===== src/rtl/scrambler_pkg.sv =====
// Shared types and defaults for the RO-PUF challenge scrambler.
package scrambler_pkg;

    typedef enum logic [1:0] {
        StIdle = 2'd0,
        StRun  = 2'd1,
        StDone = 2'd2
    } scr_state_t;

    localparam logic [7:0]  SCR_DEFAULT_TAPS = 8'h8F;
    localparam int unsigned SCR_DEFAULT_NL_A = 6;
    localparam int unsigned SCR_DEFAULT_NL_B = 5;

endpackage


===== src/rtl/scrambler_round.sv =====
// One combinational shift-XOR round: linear tap parity plus a single AND term,
// folded into the MSB of the shifted state.
module scrambler_round #(
    parameter int unsigned      WIDTH = 8,
    parameter logic [WIDTH-1:0] TAPS  = 8'h8F,
    parameter int unsigned      NL_A  = 6,
    parameter int unsigned      NL_B  = 5
) (
    input  logic [WIDTH-1:0] i_state,
    output logic [WIDTH-1:0] o_next
);

    logic w_fb;

    assign w_fb   = (^(i_state & TAPS)) ^ (i_state[NL_A] & i_state[NL_B]);
    assign o_next = i_state ^ {w_fb, i_state[WIDTH-1:1]};

endmodule


===== src/rtl/challenge_scrambler.sv =====
// Handshaked challenge scrambler: load, ROUNDS update rounds, hold until taken.
// Define SCRAMBLER_KEY_EN to add the in_key whitening port.
module challenge_scrambler
    import scrambler_pkg::*;
#(
    parameter int unsigned      WIDTH  = 8,
    parameter int unsigned      ROUNDS = 3,
    parameter logic [WIDTH-1:0] TAPS   = SCR_DEFAULT_TAPS,
    parameter int unsigned      NL_A   = SCR_DEFAULT_NL_A,
    parameter int unsigned      NL_B   = SCR_DEFAULT_NL_B
) (
    input  logic             clk,
    input  logic             rst_n,
    input  logic             in_valid,
    output logic             in_ready,
    input  logic [WIDTH-1:0] in_challenge,
`ifdef SCRAMBLER_KEY_EN
    input  logic [WIDTH-1:0] in_key,
`endif
    output logic             out_valid,
    input  logic             out_ready,
    output logic [WIDTH-1:0] out_challenge,
    output logic             busy
);

    localparam int unsigned     CNT_W = $clog2(ROUNDS + 1);
    localparam logic [CNT_W-1:0] LAST  = CNT_W'(ROUNDS - 1);

    scr_state_t       r_fsm;
    scr_state_t       w_fsm_next;
    logic [WIDTH-1:0] r_state;
    logic [WIDTH-1:0] w_state_next;
    logic [WIDTH-1:0] w_round;
    logic [WIDTH-1:0] w_load;
    logic [CNT_W-1:0] r_cnt;
    logic [CNT_W-1:0] w_cnt_next;

`ifdef SCRAMBLER_KEY_EN
    assign w_load = in_challenge ^ in_key;
`else
    assign w_load = in_challenge;
`endif

    scrambler_round #(
        .WIDTH (WIDTH),
        .TAPS  (TAPS),
        .NL_A  (NL_A),
        .NL_B  (NL_B)
    ) u_round (
        .i_state (r_state),
        .o_next  (w_round)
    );

    always_comb begin
        w_fsm_next   = r_fsm;
        w_state_next = r_state;
        w_cnt_next   = r_cnt;
        unique case (r_fsm)
            StIdle: begin
                if (in_valid) begin
                    w_state_next = w_load;
                    w_cnt_next   = '0;
                    w_fsm_next   = StRun;
                end
            end
            StRun: begin
                w_state_next = w_round;
                w_cnt_next   = r_cnt + CNT_W'(1);
                if (r_cnt == LAST) begin
                    w_fsm_next = StDone;
                end
            end
            StDone: begin
                // Return to idle only; a new challenge waits for the next cycle.
                if (out_ready) begin
                    w_fsm_next = StIdle;
                end
            end
            default: w_fsm_next = StIdle;
        endcase
    end

    always_ff @(posedge clk or negedge rst_n) begin
        if (!rst_n) begin
            r_fsm   <= StIdle;
            r_state <= '0;
            r_cnt   <= '0;
        end else begin
            r_fsm   <= w_fsm_next;
            r_state <= w_state_next;
            r_cnt   <= w_cnt_next;
        end
    end

    assign in_ready      = (r_fsm == StIdle);
    assign busy          = (r_fsm == StRun);
    assign out_valid     = (r_fsm == StDone);
    assign out_challenge = r_state;

endmodule


===== config.mk =====
export PLATFORM = sky130hd
export DESIGN_NAME = challenge_scrambler
export DESIGN_NICKNAME = d
export VERILOG_FILES = /design/src/rtl/scrambler_pkg.sv /design/src/rtl/scrambler_round.sv /design/src/rtl/challenge_scrambler.sv
export SDC_FILE = /design/constraint.sdc
export NUM_CORES = 1
export LEC_CHECK = 0
export BUFFER_PORTS_ARGS = -buffer_cell sky130_fd_sc_hd__buf_2
export CAP_MARGIN = 40
export CORE_UTILIZATION = 35
export CTS_CLUSTER_DIAMETER = 50
export DETAILED_ROUTE_END_ITERATION = 8
export GPL_ROUTABILITY_DRIVEN = 0
export SLEW_MARGIN = 40
export SYNTH_ARGS = -nofsm -noshare
export SYNTH_HDL_FRONTEND = slang
export SYNTH_SLANG_ARGS = --single-unit

===== constraint.sdc =====
create_clock -name clk -period 3 [get_ports clk]
set_input_delay 0.6 -clock clk [delete_from_list [all_inputs] [get_ports clk]]
set_output_delay 0.6 -clock clk [all_outputs]
set_load 0.01 [all_outputs]

==> metrics, run 1 <==
Setup Viol. Count Final=0; Final Max Slew Viols=0; Final Worst Setup Slack=0.991 ns; most frequent cells in the layout=22 x buf_2, 12 x dfrtp_1, 9 x o21ai_0; GRT overflow=0; CTS Root Buffer Type=clkbuf_4; Layout fillers=189; leakage power figure=0.396 nW; Area contributors post-synth=dfrtp_1 44%, o21ai_0 6.7%, a32oi_1 5.2%; number of hold violations in the final report=0; master of the slowest instance on the critical path=dfrtp_1; final critical path time including I/O delays and setup=2.01 ns; area delta synth->final=20.7%; setup repair after global routing missed its margin=false; die area=0.00211 mm²; Pre-antenna DRT Iters=4; Max-slew headroom=0.619; leading cell type in the layout, fill and taps excluded=buf_2; net count after synthesis=81; kind of end point of the critical path=output pin; Worst Skew=0.000809 ns; worst-case setup slack after placement=1.30 ns; slowest stage delay, CP=0.71 ns; number of nets in the layout=105; number of register bits inferred by synthesis=12; sequential area share after synthesis=0.444; total number of H-tree levels=1; number of clock sinks=12; CP arrival=1.41 ns; antenna diode instance count=0; synthesized instance count=67; total power per unit cell area=1150 mW/mm²; total global routing track utilization=0.159; Tightest Pin Transition=0.571 ns; required time of the worst setup path=2.40 ns; Synth area leader=dfrtp_1; class of the most critical setup path=flip-flop to output pin; clock-pin transition on the worst setup and hold timing paths=0.07 ns; Post-Route Setup TNS=0 ns; number of remaining DRC errors=0; maximum achievable frequency=498 MHz; cell count after placement=111; share of the synthesized area in the top cell type=0.444; TritonCTS buffer count=3; max cap viols=0; maximum buffer depth of the clock tree=2; Peak supply drop=0.534 mV; count of placed standard cells in the final layout, fillers left out=114; combined area of all synthesized cells=677 µm²; post-cts gate resize count=0; source-to-sink clock delay at the later pin of the worst-skew pair=0.27 ns; critical-path cell list=nand2b_1 -> inv_1 -> buf_2; largest net degree at the start of global routing=19; post-CTS setup buffer count=0; TritonCTS clock tree=built; category of the worst setup path launch point=flip-flop; wire length of the first global-routing pass=2.31 mm; Die Span X=46.0 µm; critical-path maximum fanout=18; proportion of layout cells with a drive suffix above 1=0.315; Yosys Warn Count=0; number of vias per cell after detailed routing=5.16; number of antenna violations at the first check in global routing=0; Worst setup startpoint=r_fsm[0]$_DFFE_PN0P_; post-DR wirelength/cell=12.6 µm; type of the most critical hold path=input pin to async pin; num rows=15; fin crit share=0.670; # port buffers=22; Netlist cell types=25; residual antenna-violating net count after detailed routing=0; DRT iter0 DRCs=12; Initial Utilization=0.384; FF-to-FF Start=r_fsm[0]$_DFFE_PN0P_; synthesized area per cell=10.1 µm²; final routed wirelength across all metal layers=1.43 mm; die span in y=46.0 µm; via count of the first global-routing pass=528; Hold-fix buffers, CTS=0; Reg2Reg Depth=3; core region area=0.00176 mm²; number of ports placed on the die boundary=23; outcome=completed; Via Count=588
==> report_power, final <==
group / switching [mW] / leakage [nW] / internal [mW]
Combinational: 0.237 / 0.235 / 0.250
Clock: 0.0512 / 0.0138 / 0.0464
Sequential: 0.115 / 0.147 / 0.244
==> metal layers <==
metal  global-route usage  share of wire  vias up
met1                0.202           0.46      285
met3               0.0278          0.056        2
met5                    0              0        -
met4                0.106         0.0091        0
li1                     -              -      283
met2                0.242           0.48       18
==> synthesized netlist by cell type <==
cell       number
nand2_1         3
nor2_1          1
a21oi_1         4
ha_1            2
nor2b_1         3
and2_1          1
and2b_2         1
o22a_1          1
a2bb2oi_1       1
nand2b_1        3
a22o_1          1
buf_4           1
dfrtp_1        12
o21ai_1         1
xnor2_1         2
inv_1           7
o21ai_0         9
a32oi_1         4
nor2b_2         1
o21bai_4        1
a22oi_1         3
o22ai_1         2
buf_2           1
buf_6           1
xnor3_1         1
==> per-stage QoR <==
stage	cell area, µm²	utilization	hold WS [ns]	power, mW
2_1_floorplan	677	-	0.304	0.721
3_3_place_gp	795	0.450	0.484	0.847
3_5_place_dp	795	0.450	0.481	0.850
4_1_cts	817	0.463	0.200	0.953
5_1_grt	817	0.463	0.203	1.03
6_report	817	0.463	0.196	0.943
==> worst max-delay path, delay by kind of cell (launching register included) <==
kind | cells | cell delay (ns)
DFF | 1 | 0.71
and+or+nand+nor | 1 | 0.20
buffers and inverters | 2 | 0.24
==> cell type report <==
cell class / instances / area, µm² / area share
Multi-Input combinational cell: 45 / 327 / 0.400
Sequential cell: 12 / 300 / 0.368
Timing Repair Buffer: 22 / 110 / 0.135
Tap cell: 25 / 31.3 / 0.0383
Inverter: 7 / 26.3 / 0.0322
Clock buffer: 3 / 22.5 / 0.0276
==> logic make-up (layout without fill, tap and decap cells) <==
kind of cell | after synthesis | after routing | synth area share
compound gates | 27 | 27 | 0.274
xor+xnor | 3 | 3 | 0.0592
fa+ha+maj | 2 | 2 | 0.0370
buf+inv | 10 | 32 | 0.0739
flops | 12 | 12 | 0.444
simple gates | 13 | 13 | 0.113
==> final timing paths <==
check,endpoint,slack [ns]
worst max-delay path,busy,0.99
worst min-delay path,out_challenge[1]$_DFFE_PN0P_,0.20
max in group asynchronous,out_challenge[2]$_DFFE_PN0P_,2.59
min in group clk,r_cnt[0]$_DFFE_PN0P_,0.49
worst min register to register,r_cnt[0]$_DFFE_PN0P_,0.49
worst max register to register,out_challenge[3]$_DFFE_PN0P_,1.64
==> sequential cells by signal, summed over array words and instances (netlist names) <==
| name | cells |
|---|---|
| out_challenge | 8 |
| r_fsm | 2 |
| r_cnt | 2 |
Note: power is estimated with default switching activity, not from simulation.
==> run 2: changes to the inputs <==
- clock period: 3 -> 1.9 ns (I/O delays scaled with it)
==> run 2 against run 1 <==
Net effect:
- core utilization grew 0.99 points
- register-to-register slack got worse by 1.1 ns
- cell count rose by 1.8%
- setup slack got worse by 0.71 ns
- total power increased by 60%
- sequential cell count is the same
- wire length is 1.5% higher
- critical path depth unchanged
- final area up 2.1%
- die area stayed put
- combinational power increased by 67%
- non-clock buffer count up 2
- critical endpoint unchanged
- largest power group unchanged
==> metrics, run 2 (same netlist as run 1, synthesis figures left out) <==
outcome=completed (unchanged); master of the slowest instance on the critical path=dfrtp_1 (unchanged); post-DR wirelength/cell=12.6 µm (about the same); number of clock sinks=12 (unchanged); number of vias per cell after detailed routing=4.90 (was 5.16); GRT overflow=0 (unchanged); type of the most critical hold path=input pin to flip-flop (was input pin to async pin); FF-to-FF Start=r_fsm[0]$_DFFE_PN0P_ (unchanged); required time of the worst setup path=1.52 ns (was 2.40 ns); CP arrival=1.24 ns (was 1.41 ns); largest net degree at the start of global routing=13 (was 19); residual antenna-violating net count after detailed routing=0 (unchanged); relative contribution of the clock network to total power=0.099 (was 0.103); wire length of the first global-routing pass=2.23 mm (was 2.31 mm); total global routing track utilization=0.154 (was 0.159); maximum achievable frequency=618 MHz; cell count after placement=112 (was 111); Largest register FFs=8 (unchanged); Reg2Reg Depth=4 (was 3); hold_sp=out_ready; number of antenna violations at the first check in global routing=0 (unchanged); antenna diode instance count=0 (unchanged); TritonCTS clock tree=built (unchanged); Peak supply drop=0.753 mV (was 0.534 mV); leading cell type in the layout, fill and taps excluded=buf_2 (unchanged); count of placed standard cells in the final layout, fillers left out=116 (was 114); number of buffer and inverter stages on the critical path=2 (unchanged); post-CTS setup buffer count=0 (unchanged); Final Max Slew Viols=0 (unchanged); Initial Utilization=0.384 (unchanged); Post-Route Setup TNS=0 ns (unchanged); # port buffers=22 (unchanged); slowest stage delay, CP=0.50 ns (was 0.71 ns); die span in y=46.0 µm (unchanged); Tightest Pin Transition=0.343 ns (was 0.571 ns); setup repair after global routing missed its margin=false (unchanged); part of the power in registers=0.364 (was 0.380); Worst setup startpoint=r_fsm[1]$_DFFE_PN0P_ (was r_fsm[0]$_DFFE_PN0P_); leakage power figure=0.405 nW (was 0.396 nW); DRT iter0 DRCs=13 (was 12); final routed wirelength across all metal layers=1.46 mm (was 1.43 mm); fin crit share=0.852; critical-path maximum fanout=12 (was 18); Via Count=568 (was 588); Int Pwr=0.868 mW (was 0.540 mW); Worst Skew=0.00566 ns (was 0.000809 ns); multi-input gate area in the final layout=327 µm² (unchanged); critical-path cell list=nand2b_1 -> inv_1 -> buf_2 (unchanged); Max-slew headroom=0.771 (was 0.619); TritonCTS buffer count=3 (unchanged); class of the most critical setup path=flip-flop to output pin (unchanged); core region area=0.00176 mm² (unchanged); tightest hold margin=0.392 ns (was 0.196 ns); Net Sw Frac=0.425 (was 0.428); via count of the first global-routing pass=518 (was 528); number of remaining DRC errors=0 (unchanged); die area=0.00211 mm² (unchanged); num rows=15 (unchanged); post-cts gate resize count=0 (unchanged); category of the worst setup path launch point=flip-flop (unchanged); final critical path time including I/O delays and setup=1.62 ns; hpwl dp=1.08 mm; proportion of layout cells with a drive suffix above 1=0.319 (was 0.315); area taken by flip-flops and latches=300 µm² (unchanged); combinational share of power=0.537 (was 0.516); number of nets in the layout=107 (was 105); max cap viols=0 (unchanged); CTS Root Buffer Type=clkbuf_4 (unchanged); total power per unit cell area=1810 mW/mm² (was 1150 mW/mm²); number of ports placed on the die boundary=23 (unchanged); total number of H-tree levels=1 (unchanged); Pre-antenna DRT Iters=4 (unchanged); cell depth of the worst hold path=3; most frequent cells in the layout=22 x buf_2, 12 x dfrtp_1, 9 x o21ai_0 (unchanged); source-to-sink clock delay at the later pin of the worst-skew pair=0.27 ns (about the same); kind of end point of the critical path=output pin (unchanged); kind of cell with the highest combined delay on the critical path=flip-flops (unchanged); Crit. path cell count=3 (unchanged); switching power total=0.643 mW (was 0.403 mW); number of hold violations in the final report=0 (unchanged); area delta synth->final=23.3% (was 20.7%); Die Span X=46.0 µm (unchanged); clock-pin transition on the worst setup and hold timing paths=0.06 ns (was 0.07 ns); Layout fillers=190 (was 189); Setup Viol. Count Final=0 (unchanged); maximum buffer depth of the clock tree=2 (unchanged)
run 2: cell types whose count changed in the layout (fill, tap and decap cells not counted):
cell	delta
dlygate4sd3_1	+1
buf_4	+1
run 2: final timing paths:
kind | endpoint | slack, ns
max in group asynchronous | out_challenge[5]$_DFFE_PN0P_ | 1.16
max | busy | 0.28
min reg2reg | r_cnt[1]$_DFFE_PN0P_ | 0.49
max reg2reg | out_challenge[5]$_DFFE_PN0P_ | 0.56
min | r_fsm[1]$_DFFE_PN0P_ | 0.39
min in group asynchronous | r_cnt[0]$_DFFE_PN0P_ | 0.52
run 2: metal layers:
metal  wire (µm)  up-vias  GRT usage
li1            -      289          -
met1         682      255      0.201
met2         645       20      0.214
met3          97        4     0.0754
met4          30        0     0.0647
met5           0        -          0
run 2: power groups by stage:
stage / logic [mW] / registers [mW] / clock network (mW)
finish: 0.811 / 0.551 / 0.149
CTS: 0.816 / 0.549 / 0.159
detailed placement: 0.809 / 0.551 / 0
floorplan: 0.616 / 0.522 / 0
global placement: 0.808 / 0.547 / 0
global route: 0.907 / 0.577 / 0.169
run 2: stage by stage:
step                       util  instance area, µm²  setup slack [ns]  total power, mW
after global placement    0.455                 802             0.572             1.36
after global routing      0.473                 835             0.189             1.65
final                     0.473                 835             0.282             1.51
after CTS                 0.473                 835             0.265             1.52
after floorplan               -                 677             0.703             1.14
after detailed placement  0.455                 802             0.569             1.36
run 2: what timing repair did:
action,in CTS,in global routing
hold buffers,1,0
setup endpoints to repair,0,0
hold endpoints to repair,12,0
run 2: worst reg2reg max path: cells and delay by family (launching register included):
family,cells,cell delay [ns]
buffers and inverters,1,0.22
AOI/OAI and AO/OA,2,0.27
DFF,1,0.50
and+or+nand+nor,1,0.26
run 2: area by class of cell:
type,count,area share
Timing Repair Buffer,24,0.153
Tap cell,25,0.0375
Multi-Input combinational cell,45,0.391
Clock buffer,3,0.0270
Inverter,7,0.0315
Sequential cell,12,0.360
